==> src/rtl/lane_interleave_mux.sv <==
// lane_interleave_mux: N-lane to 1-lane frame interleaver; optional parity_out under LANE_MUX_PARITY_EN
module lane_interleave_mux #(
   parameter int DATA_W = 8,
   parameter int LANES = 4,
   localparam int LANE_W = $clog2(LANES)
) (
   input  logic                      bclk,
   input  logic                      reset,
   input  logic                      en,
   input  logic [LANES-1:0]          valid_in,
   input  logic [LANES*DATA_W-1:0]   data_in,
   output logic                      in_take,
   output logic                      valid_out,
   output logic [DATA_W-1:0]         data_out,
   output logic [LANE_W-1:0]         lane_out,
   output logic                      frame_start
`ifdef LANE_MUX_PARITY_EN
   ,
   output logic                      parity_out
`endif
);
   typedef enum logic {IDLE, RUN} state_t;
   localparam logic [LANE_W-1:0] LAST = LANE_W'(LANES - 1);
   state_t state_q, state_d;
   logic [LANE_W-1:0] sel_q, sel_d;
   logic [LANES-1:0] buf_v_q, buf_v_d;
   logic [DATA_W-1:0] buf_d_q [LANES];
   logic [DATA_W-1:0] buf_d_d [LANES];
   logic valid_out_q, valid_out_d;
   logic [DATA_W-1:0] data_out_q, data_out_d;
   logic [LANE_W-1:0] lane_out_q, lane_out_d;
   logic frame_start_q, frame_start_d;
   logic run_q, last_q;
   assign run_q = state_q == RUN;
   assign last_q = sel_q == LAST;
   assign in_take = en & (!run_q | last_q);
   always_comb begin
      state_d = state_q;
      sel_d = sel_q;
      buf_v_d = buf_v_q;
      buf_d_d = buf_d_q;
      valid_out_d = run_q ? buf_v_q[sel_q] : 1'b0;
      lane_out_d = run_q ? sel_q : '0;
      frame_start_d = run_q & (sel_q == '0);
      data_out_d = (run_q & buf_v_q[sel_q]) ? buf_d_q[sel_q] : data_out_q;
      if (run_q) begin
         sel_d = sel_q + LANE_W'(1);
         if (last_q & !en) begin
            state_d = IDLE;
            sel_d = '0;
            buf_v_d = '0;
            for (int k = 0; k < LANES; k++) buf_d_d[k] = '0;
         end
      end
      // Recapture overrides the slot advance; the output above already used the old buffer
      if (in_take) begin
         state_d = RUN;
         sel_d = '0;
         buf_v_d = valid_in;
         for (int k = 0; k < LANES; k++) buf_d_d[k] = data_in[k*DATA_W +: DATA_W];
      end
   end
   always_ff @(posedge bclk or posedge reset) begin
      if (reset) begin
         state_q <= IDLE;
         sel_q <= '0;
         buf_v_q <= '0;
         buf_d_q <= '{default: '0};
         valid_out_q <= 1'b0;
         data_out_q <= '0;
         lane_out_q <= '0;
         frame_start_q <= 1'b0;
      end else begin
         state_q <= state_d;
         sel_q <= sel_d;
         buf_v_q <= buf_v_d;
         buf_d_q <= buf_d_d;
         valid_out_q <= valid_out_d;
         data_out_q <= data_out_d;
         lane_out_q <= lane_out_d;
         frame_start_q <= frame_start_d;
      end
   end
   assign valid_out = valid_out_q;
   assign data_out = data_out_q;
   assign lane_out = lane_out_q;
   assign frame_start = frame_start_q;
`ifdef LANE_MUX_PARITY_EN
   logic parity_q, parity_d;
   assign parity_d = ^data_out_d;
   always_ff @(posedge bclk or posedge reset) begin
      if (reset) parity_q <= 1'b0;
      else parity_q <= parity_d;
   end
   assign parity_out = parity_q;
`endif
endmodule

==> config.mk <==
export PLATFORM = sky130hd
export DESIGN_NAME = lane_interleave_mux
export DESIGN_NICKNAME = d
export VERILOG_FILES = /design/src/rtl/lane_interleave_mux.sv
export SDC_FILE = /design/constraint.sdc
export NUM_CORES = 1
export LEC_CHECK = 0
export CELL_PAD_IN_SITES_DETAIL_PLACEMENT = 2
export CELL_PAD_IN_SITES_GLOBAL_PLACEMENT = 2
export CORE_MARGIN = 5
export CORE_UTILIZATION = 33
export CTS_CLUSTER_DIAMETER = 50
export DETAILED_ROUTE_END_ITERATION = 16
export PLACE_DENSITY_LB_ADDON = 0.25
export SYNTH_ARGS = -nofsm -noshare
export SYNTH_HDL_FRONTEND = slang
export SYNTH_SLANG_ARGS = --single-unit
==> constraint.sdc <==
create_clock -name bclk -period 2 [get_ports bclk]
set_input_delay 0.3 -clock bclk [delete_from_list [all_inputs] [get_ports bclk]]
set_output_delay 0.3 -clock bclk [all_outputs]
set_load 0.01 [all_outputs]
### After elaboration in Yosys (flattened, before gate mapping)

Index checks and enable logic that the tools add are counted.

| word-level totals | value |
|---|---|
| register bits | 51 |
| bits of input ports | 39 |
| output and inout bits | 13 |
| word-level logic and storage cells | 46 |

| operators by class | value |
|---|---|
| add/sub/neg operators | 1 |
| order comparisons | 2 |
| eq/ne operators | 1 |
| muxes and demuxes | 19 |
| bitwise logic cells | 6 |
| reduce and logical (&&, ||, !) cells | 6 |

Operator list:

| operator | number |
|---|---|
| two-way mux 32 bit | 3 |
| binary-select mux 8 bit (select 2 bit) | 1 |
| two-way mux 8 bit | 2 |
| two-way mux 4 bit | 3 |
| two-way mux 2 bit | 4 |
| two-way mux 1 bit | 5 |
| AND 1 bit | 4 |
| nonzero test 2 bit | 2 |
| greater-or-equal comparator 3 bit, second input constant | 1 |
| less-than comparator 2 x 3 -> 1 bit, second input constant | 1 |
| NOT 2 -> 3 bit | 1 |
| adder 2 x 1 -> 2 bit, second input constant | 1 |
| binary-select mux 1 bit (select 2 bit) | 1 |
| equality test 2 bit, second input constant | 1 |
| logical NOT 1 bit | 2 |
| logical NOT 2 bit | 1 |
| AND reduction 2 bit | 1 |
| OR 1 bit | 1 |

### Longest topological paths before layout

Gate-level depths: netlist of the first run.

| logic depth | value |
|---|---|
| depth after elaboration | 5 |
| gate-level depth with buffers | 6 |
| gate-level depth less buffers | 4 |

### Least setup slack after synthesis of the first run

OpenSTA, ideal clock, no wires.

| path | value |
|---|---|
| path kind | register -> register |
| from | register sel_q[1] |
| to | register buf_d_q[20] in the netlist's numbering |
| library setup time | 0.121 ns |
| data arrival time | 1.490 ns |
| data required time | 1.879 ns |
| slack | 0.389 ns |
| stages on the path, launching flop included | 7 |
| buffers on the path | 2 |
| clock period less this slack | 1.611 ns |
| cell sequence | dfrtp_1 ha_1 nand2b_1 and2_1 buf_2 buf_2 a22o_1 |

| between the ends | value |
|---|---|
| word-level cells in the longest chain between the ends | 5 |
| elaborated cells on any way between the ends | 8 |
| those cells by class | eq/ne (1); mux (1); bitwise (3); reduce/logical (3) |

RTL lines:

| what | line | text |
|---|---|---|
| start: declaration | 25 | `logic [LANE_W-1:0] sel_q, sel_d;` |
| start signal: assignment | 75 | `sel_q <= sel_d;` |
| equality test 2 bit * | 35 | `assign last_q = sel_q == LAST;` |
| OR 1 bit * | 36 | `assign in_take = en & (!run_q \| last_q);` |
| AND 1 bit * | 36 |  |
| net in_take | 12 | `output logic in_take,` |
| nonzero test 2 bit (no line) | n/a |  |
| AND reduction 2 bit (no line) | n/a |  |
| end signal: assignment | 77 | `buf_d_q <= buf_d_d;` |
| end: declaration | 27 | `logic [DATA_W-1:0] buf_d_q [LANES];` |

Mark *: on every way through the listed nets, which the timed path passes. The rest lies on a longest branch.
A chain may end at the register's enable or synchronous reset.

### Worst setup path after layout of the first run

| path | value |
|---|---|
| from | register sel_q[0] |
| to | output port in_take |

| between the ends | value |
|---|---|
| word-level cells in the longest chain between the ends | 3 |

RTL lines:

| what | line |
|---|---|
| equality test 2 bit | 35 |
| OR 1 bit | 36 |
| AND 1 bit | 36 |
| end: declaration | 12 |

No other way between the ends.

==> results of run 1 <==
## state kept, by name, summed over array words and instances (netlist names)
signal and cells:
buf_d_q 32, data_out 8, buf_v_q 4, lane_out 2
sel_q 2, frame_start 1, run_q 1, valid_out 1
## cell usage in the layout (no fill, tap or decap), drive strengths merged, types with 4 or more instances in the layout
master and n:
buf 5, dfrtp 51, mux2 8, a22o 36
clkdlybuf4s50 50, mux4 8, clkbuf 8, inv 4
## cell families (layout without fill, tap and decap cells)
logic type,count (synthesis),after routing,share of synthesized area (%)
muxes,19,19,15.4
AOI/OAI and AO/OA,39,39,16.6
buffers and inverters,14,68,3.68
adders and majority gates,2,2,1.19
DFF,51,51,60.6
and+or+nand+nor,10,10,2.55
## metal layers
layer  wire [um]  share of wire (%)  up-vias
met5           0                  0        -
met3         166                3.2        4
met4          63                1.2        0
met1        2260                 43      716
li1            -                  -      617
met2        2770                 53       31
## path summary, 6_finish.rpt
kind / start / end / slack (ns) / cells past startpoint
worst max-delay path: sel_q[0]$_DFFE_PP0P_ / in_take / 0.07 / 4
worst min-delay path: reset / lane_out[0]$_DFF_PP0_ / 0.31 / 2
worst max register to register: run_q$_DFF_PP0_ / buf_d_q[25]$_DFFE_PP0P_ / 0.12 / 2
worst min register to register: buf_d_q[22]$_DFFE_PP0P_ / buf_d_q[22]$_DFFE_PP0P_ / 0.51 / 1
max in group asynchronous: reset / data_out[2]$_DFFE_PP0P_ / 1.16 / 3
min in group bclk: buf_d_q[22]$_DFFE_PP0P_ / buf_d_q[22]$_DFFE_PP0P_ / 0.51 / 1
## final cells by class
type / instances / area [sq um]
tap: 77 / 96.3
sequential: 51 / 1280
timing repair buffer: 56 / 559
clock buffer: 8 / 100
multi-input combinational: 70 / 758
inverter: 4 / 15.0
fill: 630 / 3470
## power by group
group | switching (uW) | internal (uW) | total (uW)
logic | 787 | 1030 | 1820
clock network | 328 | 316 | 645
registers | 243 | 1470 | 1710
## through the flow
stage	area [sq um]	util [%]	setup slack, ns	hold slack (ns)
6_report	2810	44.7	0.0672	0.314
4_1_cts	2800	44.6	0.0352	0.326
5_1_grt	2810	44.7	0.00355	0.337
3_5_place_dp	2700	43.0	-0.0431	0.487
3_3_place_gp	2700	43.0	0.0428	0.479
2_1_floorplan	2110	-	0.389	0.408
## worst reg2reg max path, stage by stage, from the launching register on
cell     delay [ns]
dfrtp_1        0.56
mux2i_4        0.95
a22o_1         0.30
## what timing repair did
action                                  4_1_cts  5_1_grt
hold endpoints to repair                      0        0
endpoints found under the setup margin        1        1
gates resized for setup                       2        1
hold buffers                                  0        0
==> impl_metrics.csv, run 1 <==
group,metric,value,unit
sta,hold_viol,0,
worst_setup_path,endpoint_kind,"primary output",
floorplan,die-area,8080,sq um
synth,ys.flop_type,"dfrtp_1",
cells_and_area,insertedDiodeCount,0,
sta,min_period,1.93,ns
floorplan,rows,29,
floorplan,start_util,33.6,%
synth,synth_area_leaders,"dfrtp_1 (61%), a22o_1 (15%), mux4_2 (5.3%)",
floorplan,ios,52,
power,total_power,4170,uW
synth,synth-edff-count,0,
place,post-place-cells,258,
worst_setup_path,cp.arrival,1.63,ns
worst_hold_path,holdCritPathClass,"primary input to asynchronous set/reset pin",
cells_and_area,final_cells,266,
outcome,status,"complete, no violations",
place,gp_congestion,0.729,
worst_setup_path,path_cells,"ha_2, nand2b_1, and2_4, dlygate4sd2_1",
synth,syn-num-nets,176,
cells_and_area,nets,229,
global_route,grt_use_met2,23.0,%
sta,relSlewSlack,27.0,%
global_route,track_usage,13.5,%
floorplan,die_x,89.9,um
clock_tree,insertion_delay,0.30,ns
clock_tree,cts_made_buffers,5,
worst_setup_path,worstPathRequired,1.70,ns
sta,finClkSkew,0.00806,ns
routing,via_count,1368,
flow_run,maxCapViolCount,0,
clock_tree,cts.sinks,51,
clock_tree,htreeDepth,2,
worst_setup_path,crit_buf_inv,1,
global_route,grt_use_met1,16.6,%
worst_setup_path,slowest_delay,0.41,ns
worst_setup_path,crit_type,"flip-flop to primary output",
synth,syn_inst,135,
sta,finalSetupTns,0,ns
synth,yosysWarningCount,0,
clock_tree,cts_root_buffer,"clkbuf_8",
clock_tree,postCtsSetupBuffers,0,
power,leakagePower,0.00124,uW
worst_setup_path,start_kind,"flip-flop",
floorplan,die_y,89.9,um
floorplan,core,6280,sq um
synth,yosysMostFrequentCell,"dfrtp_1",
synth,yosys.area.top_type,"dfrtp_1",
place,dp_hpwl,3.65,mm
place,port_buffers,51,
clock_tree,cts_tree,"yes",
routing,wl_per_cell,19.8,um
synth,ys_async_sr_fraction,100,%
clock_tree,cts.clk_slew.worst_paths,0.09,ns
global_route,grt_pass1_vias,1597,
routing,viasPerCell,5.14,
worst_setup_path,slowest_stage,"dfrtp_1",
worst_setup_path,cp_max_fo,3,
global_route,grt_first_pass_wirelength,8.56,mm
worst_setup_path,crit_family,"flip-flops",
synth,synthTopCellsByCount,"dfrtp_1 (51), a22o_1 (36), buf_2 (8), mux2_2 (8), mux4_2 (5)",
global_route,antenna_found_initial,0,
synth,synth_top_area_share,60.6,%
global_route,busiest_layer,"met2",
cells_and_area,drive_gt1_share,16.4,%
sta,report.final.setup_viol,0,
clock_tree,cts.path.max_buffers,2,
sta,worstMarginPinSlew,1.07,ns
routing,ant_nets,0,
sta,fmax,517,MHz
cells_and_area,areaGrowthSynthToFinish,33.1,%
sta,rsz0062_at_grt,"no",
power,peakVddDrop,455,uV
routing,routed_wl,5.26,mm
synth,ys_ff_latch,51,
sta,report.final.slew_viol_count,0,
power,p_per_area,1490,nW/um^2
synth,syn_area_per_cell,15.6,sq um
synth,ys_types,19,
global_route,grt_overflow_total,0,
routing,first_pass_iters,4,
routing,drtIter0Drc,59,
routing,drc,0,
synth,ys_seq_area_share,60.6,%
sta,min_period_over_period,96.6,%
global_route,grt_max_degree,37,
global_route,grt.met3_usage,2.59,%
synth,syn_area,2110,sq um
Note: power is estimated with default switching activity, not from simulation.
==> run 2: changes to the inputs <==
==> constraint.sdc (replaced) <==
create_clock -name bclk -period 2.15 [get_ports bclk]
set_input_delay 0.3225 -clock bclk [delete_from_list [all_inputs] [get_ports bclk]]
set_output_delay 0.3225 -clock bclk [all_outputs]
set_load 0.01 [all_outputs]
==> impl_metrics.csv, run 2 (synthesis results as in run 1) <==
group,metric,value,unit
outcome,status,"complete, no violations",
place,post-place-ws,0.0241,ns
place,gp_congestion,0.682,
floorplan,start_util,33.6,%
floorplan,ios,52,
power,p_int,2610,uW
sta,worstMarginPinSlew,1.09,ns
place,port_buffers,51,
worst_setup_path,reg2reg_from,"run_q$_DFF_PP0_",
cells_and_area,layout_commonest_cell,"dfrtp_1",
routing,viasPerCell,5.20,
power,p_switching,1260,uW
routing,wl_per_cell,20.1,um
cells_and_area,final_util,44.5,%
sta,hold_ws,0.356,ns
clock_tree,postCtsSetupBuffers,0,
floorplan,rows,29,
power,leakagePower,0.00124,uW
global_route,grt_first_pass_wirelength,8.94,mm
power,clockPowerShare,15.5,%
floorplan,core,6280,sq um
sta,rsz0062_at_grt,"no",
sta,min_period_over_period,92.0,%
routing,drc,0,
global_route,grt_pass1_vias,1651,
clock_tree,insertion_delay,0.31,ns
clock_tree,cts.path.max_buffers,2,
floorplan,die_x,89.9,um
routing,first_pass_iters,4,
global_route,antenna_found_initial,0,
sta,fmax,505,MHz
power,p_per_area,1390,nW/um^2
flow_run,maxCapViolCount,0,
cells_and_area,seq_area,1280,sq um
routing,via_count,1379,
clock_tree,cts.sinks,51,
worst_setup_path,cp_max_fo,3,
clock_tree,cts_made_buffers,5,
floorplan,die_y,89.9,um
worst_setup_path,endpoint_kind,"primary output",
cells_and_area,top_register,"buf_d_q",
sta,relSlewSlack,25.9,%
power,seqPwrFrac,41.1,%
cells_and_area,final_cells,265,
clock_tree,cts_root_buffer,"clkbuf_8",
worst_setup_path,crit_type,"flip-flop to primary output",
worst_setup_path,startpoint,"sel_q[0]$_DFFE_PP0P_",
cells_and_area,n_fill_cell,621,
worst_hold_path,holdCritPathClass,"primary input to asynchronous set/reset pin",
power,switching_share,32.6,%
global_route,track_usage,13.9,%
clock_tree,hold_buffers,0,
cells_and_area,areaGrowthSynthToFinish,32.5,%
sta,report.final.slew_viol_count,0,
place,post-place-cells,257,
sta,finalWorstSetupSlack,0.172,ns
routing,ant_nets,0,
power,p_comb_share,43.4,%
cells_and_area,drive_gt1_share,14.9,%
worst_setup_path,worstPathRequired,1.83,ns
cells_and_area,largest_reg_flops,32,
worst_setup_path,start_kind,"flip-flop",
sta,hold_viol,0,
clock_tree,cts_tree,"yes",
floorplan,die-area,8080,sq um
sta,min_period,1.98,ns
place,dp_hpwl,3.86,mm
global_route,grt_overflow_total,0,
routing,routed_wl,5.32,mm
cells_and_area,multi_input_area,753,sq um
power,peakVddDrop,426,uV
clock_tree,cts.clk_slew.worst_paths,0.09,ns
sta,report.final.setup_viol,0,
routing,drtIter0Drc,38,
worst_setup_path,cp.arrival,1.66,ns
sta,finClkSkew,0.0107,ns
global_route,grt_max_degree,37,
clock_tree,htreeDepth,2,
cells_and_area,layout_common_cells,"dfrtp_1 (51), clkdlybuf4s50_1 (50), a22o_1 (36), mux2_2 (8), clkbuf_8 (7)",
sta,finalSetupTns,0,ns
cells_and_area,insertedDiodeCount,0,
cells_and_area,nets,228,
run 2: critical path, cell delays in order, from the launching register on:
cell           delay (ns)
dfrtp_1              0.40
ha_1                 0.25
nand2b_1             0.20
and2_1               0.21
dlygate4sd2_1        0.29
run 2: per-stage QoR:
stage	total power (uW)	area, sq um
global placement	3200	2690
finish	3870	2790
detailed placement	3340	2690
global route	4140	2790
floorplan	2740	2110
CTS	3950	2790
run 2: timing repair:
| action | 4_1_cts | 5_1_grt |
|---|---|---|
| endpoints found under the hold margin | 0 | 0 |
| resized for setup | 1 | 0 |
| endpoints found under the setup margin | 1 | 0 |
run 2: path summary, 6_finish.rpt:
kind | end | slack [ns] | cells after the start
setup / recovery | in_take | 0.17 | 4
hold / removal | buf_d_q[22]$_DFFE_PP0P_ | 0.36 | 2
setup reg to reg | buf_d_q[30]$_DFFE_PP0P_ | 0.27 | 2
hold reg to reg | buf_d_q[23]$_DFFE_PP0P_ | 0.50 | 1
max in group asynchronous | buf_v_q[0]$_DFFE_PP0P_ | 1.25 | 3
min in group bclk | buf_d_q[23]$_DFFE_PP0P_ | 0.50 | 1
run 2: area by class of cell:
type,count,area share [%]
flip-flops and latches,51,45.7
inverters,4,0.538
well taps,77,3.45
clock buffers,8,3.58
multi-input cells,70,27.0
repair buffers,55,19.8
run 2: routing by layer:
metal	GRT usage [%]	up-vias	wire [um]
met1	16.0	723	2090
met4	5.21	0	78
met2	24.8	34	2950
li1	-	616	-
met5	0	-	0
met3	3.26	6	199
run 2: power by group through the flow:
stage / Combinational (uW) / Sequential (uW) / Clock (uW)
after global placement: 1620 / 1580 / 0
final: 1680 / 1590 / 599
after floorplan: 1160 / 1590 / 0
after CTS: 1720 / 1600 / 622
after detailed placement: 1720 / 1620 / 0
after global routing: 1830 / 1640 / 672
==> run 3: changes to the inputs <==
--- a/config.mk
+++ b/config.mk
@@ -7,7 +7,7 @@
 export LEC_CHECK = 0
 export CELL_PAD_IN_SITES_DETAIL_PLACEMENT = 2
 export CELL_PAD_IN_SITES_GLOBAL_PLACEMENT = 2
-export CORE_MARGIN = 5
+export CORE_MARGIN = 3
 export CORE_UTILIZATION = 33
 export CTS_CLUSTER_DIAMETER = 50
 export DETAILED_ROUTE_END_ITERATION = 16
==> impl_metrics.csv, run 3 (synthesis results as in run 1) <==
group,metric,value,unit
global_route,track_usage,15.3,%
sta,finalWorstSetupSlack,0.147,ns
cells_and_area,seq_area,1280,sq um
clock_tree,cts_tree,"yes",
power,switching_share,32.7,%
power,peakVddDrop,554,uV
routing,first_pass_iters,4,
cells_and_area,largest_reg_flops,32,
cells_and_area,insertedDiodeCount,0,
power,p_int,2670,uW
clock_tree,cts.clk_slew.worst_paths,0.10,ns
routing,routed_wl,5.20,mm
cells_and_area,layout_common_cells,"dfrtp_1 (51), clkdlybuf4s50_1 (50), a22o_1 (36), mux2_2 (8)",
worst_setup_path,worstPathRequired,1.83,ns
clock_tree,cts_made_buffers,5,
floorplan,ios,52,
global_route,grt_overflow_total,0,
clock_tree,htreeDepth,2,
clock_tree,cts.path.max_buffers,2,
outcome,status,"complete, no violations",
power,p_comb_share,42.6,%
routing,wl_per_cell,19.8,um
worst_setup_path,crit_type,"flip-flop to primary output",
global_route,grt_max_degree,37,
sta,relSlewSlack,24.1,%
place,gp_congestion,0.782,
routing,drc,0,
global_route,grt_first_pass_wirelength,8.54,mm
cells_and_area,layout_commonest_cell,"dfrtp_1",
power,clockPowerShare,17.5,%
power,p_per_area,1410,nW/um^2
sta,worstMarginPinSlew,1.11,ns
power,seqPwrFrac,40.0,%
floorplan,die_y,85.9,um
cells_and_area,nets,228,
global_route,grt_pass1_vias,1630,
place,post-place-ws,0.0348,ns
floorplan,start_util,34.8,%
floorplan,rows,28,
routing,viasPerCell,5.30,
sta,hold_viol,0,
power,p_switching,1300,uW
sta,fmax,499,MHz
floorplan,core,6060,sq um
power,leakagePower,0.00124,uW
worst_hold_path,holdCritPathClass,"primary input to asynchronous set/reset pin",
worst_setup_path,start_kind,"flip-flop",
cells_and_area,top_register,"buf_d_q",
cells_and_area,areaGrowthSynthToFinish,33.2,%
clock_tree,cts_root_buffer,"clkbuf_8",
global_route,antenna_found_initial,0,
clock_tree,insertion_delay,0.32,ns
sta,min_period,2.00,ns
sta,finalSetupTns,0,ns
sta,rsz0062_at_grt,"no",
worst_setup_path,slowest_delay,0.39,ns
cells_and_area,n_fill_cell,606,
clock_tree,postCtsSetupBuffers,0,
routing,drtIter0Drc,74,
flow_run,maxCapViolCount,0,
place,dp_hpwl,3.61,mm
worst_setup_path,cp_max_fo,3,
routing,ant_nets,0,
sta,finClkSkew,0.0125,ns
routing,via_count,1395,
cells_and_area,multi_input_area,753,sq um
floorplan,die_x,85.9,um
worst_setup_path,endpoint_kind,"primary output",
cells_and_area,drive_gt1_share,15.4,%
worst_setup_path,path_cells,"ha_1, nand2b_1, and2_1, dlygate4sd2_1",
worst_setup_path,cp.arrival,1.68,ns
worst_setup_path,crit_family,"simple AND/OR/NAND/NOR gates",
place,port_buffers,51,
sta,min_period_over_period,93.1,%
sta,report.final.slew_viol_count,0,
worst_setup_path,slowest_stage,"dfrtp_1",
sta,report.final.setup_viol,0,
worst_setup_path,crit_buf_inv,1,
clock_tree,cts.sinks,51,
floorplan,die-area,7380,sq um
run 3: changes by cell type in the layout (fill, tap and decap cells not counted), sizes merged:
cell / change
clkbuf: -3
inv: +1
bufinv: +1
clkinv: +1
run 3: path summary, 6_finish.rpt:
check | startpoint | to | slack [ns] | cells past startpoint
max in group asynchronous | reset | buf_d_q[7]$_DFFE_PP0P_ | 1.23 | 3
worst max register to register | run_q$_DFF_PP0_ | buf_d_q[1]$_DFFE_PP0P_ | 0.28 | 2
worst min register to register | buf_d_q[29]$_DFFE_PP0P_ | buf_d_q[29]$_DFFE_PP0P_ | 0.51 | 1
worst min-delay path | reset | buf_d_q[14]$_DFFE_PP0P_ | 0.38 | 2
min in group bclk | buf_d_q[29]$_DFFE_PP0P_ | buf_d_q[29]$_DFFE_PP0P_ | 0.51 | 1
worst max-delay path | sel_q[0]$_DFFE_PP0P_ | in_take | 0.15 | 4
run 3: power by group through the flow:
stage | Sequential, uW | Clock (uW) | Combinational, uW
after floorplan | 1590 | 0 | 1160
after global placement | 1580 | 0 | 1630
after detailed placement | 1610 | 0 | 1720
after CTS | 1590 | 704 | 1740
after global routing | 1650 | 753 | 1850
final | 1590 | 692 | 1690
run 3: repair_timing:
action,in CTS,in global routing
endpoints found under the setup margin,1,0
gates resized for setup,1,0
hold buffers,0,0
run 3: layer usage:
| metal | part of all wire (%) | vias to the layer above | GRT usage [%] |
|---|---|---|---|
| met5 | 0 | - | 0 |
| met4 | 0.65 | 0 | 3.88 |
| met1 | 42 | 737 | 19.1 |
| met2 | 51 | 43 | 25.7 |
| met3 | 5.8 | 2 | 5.00 |
| li1 | - | 613 | - |
run 3: cell type report:
cell class,count,area share (%)
timing repair buffer,55,19.7
tap,75,3.34
multi-input combinational,70,26.8
clock buffer,5,2.45
sequential,51,45.5
inverter,4,0.535
clock inverter,3,1.69
run 3: through the flow:
stage,cells,area [sq um],total power [uW],hold WS [ns],utilization [%]
after global routing,263,2810,4250,0.401,46.3
after CTS,263,2810,4030,0.396,46.3
after detailed placement,255,2690,3330,0.489,44.4
final,263,2810,3970,0.375,46.3
after floorplan,135,2110,2740,0.431,-
after global placement,255,2690,3200,0.479,44.4
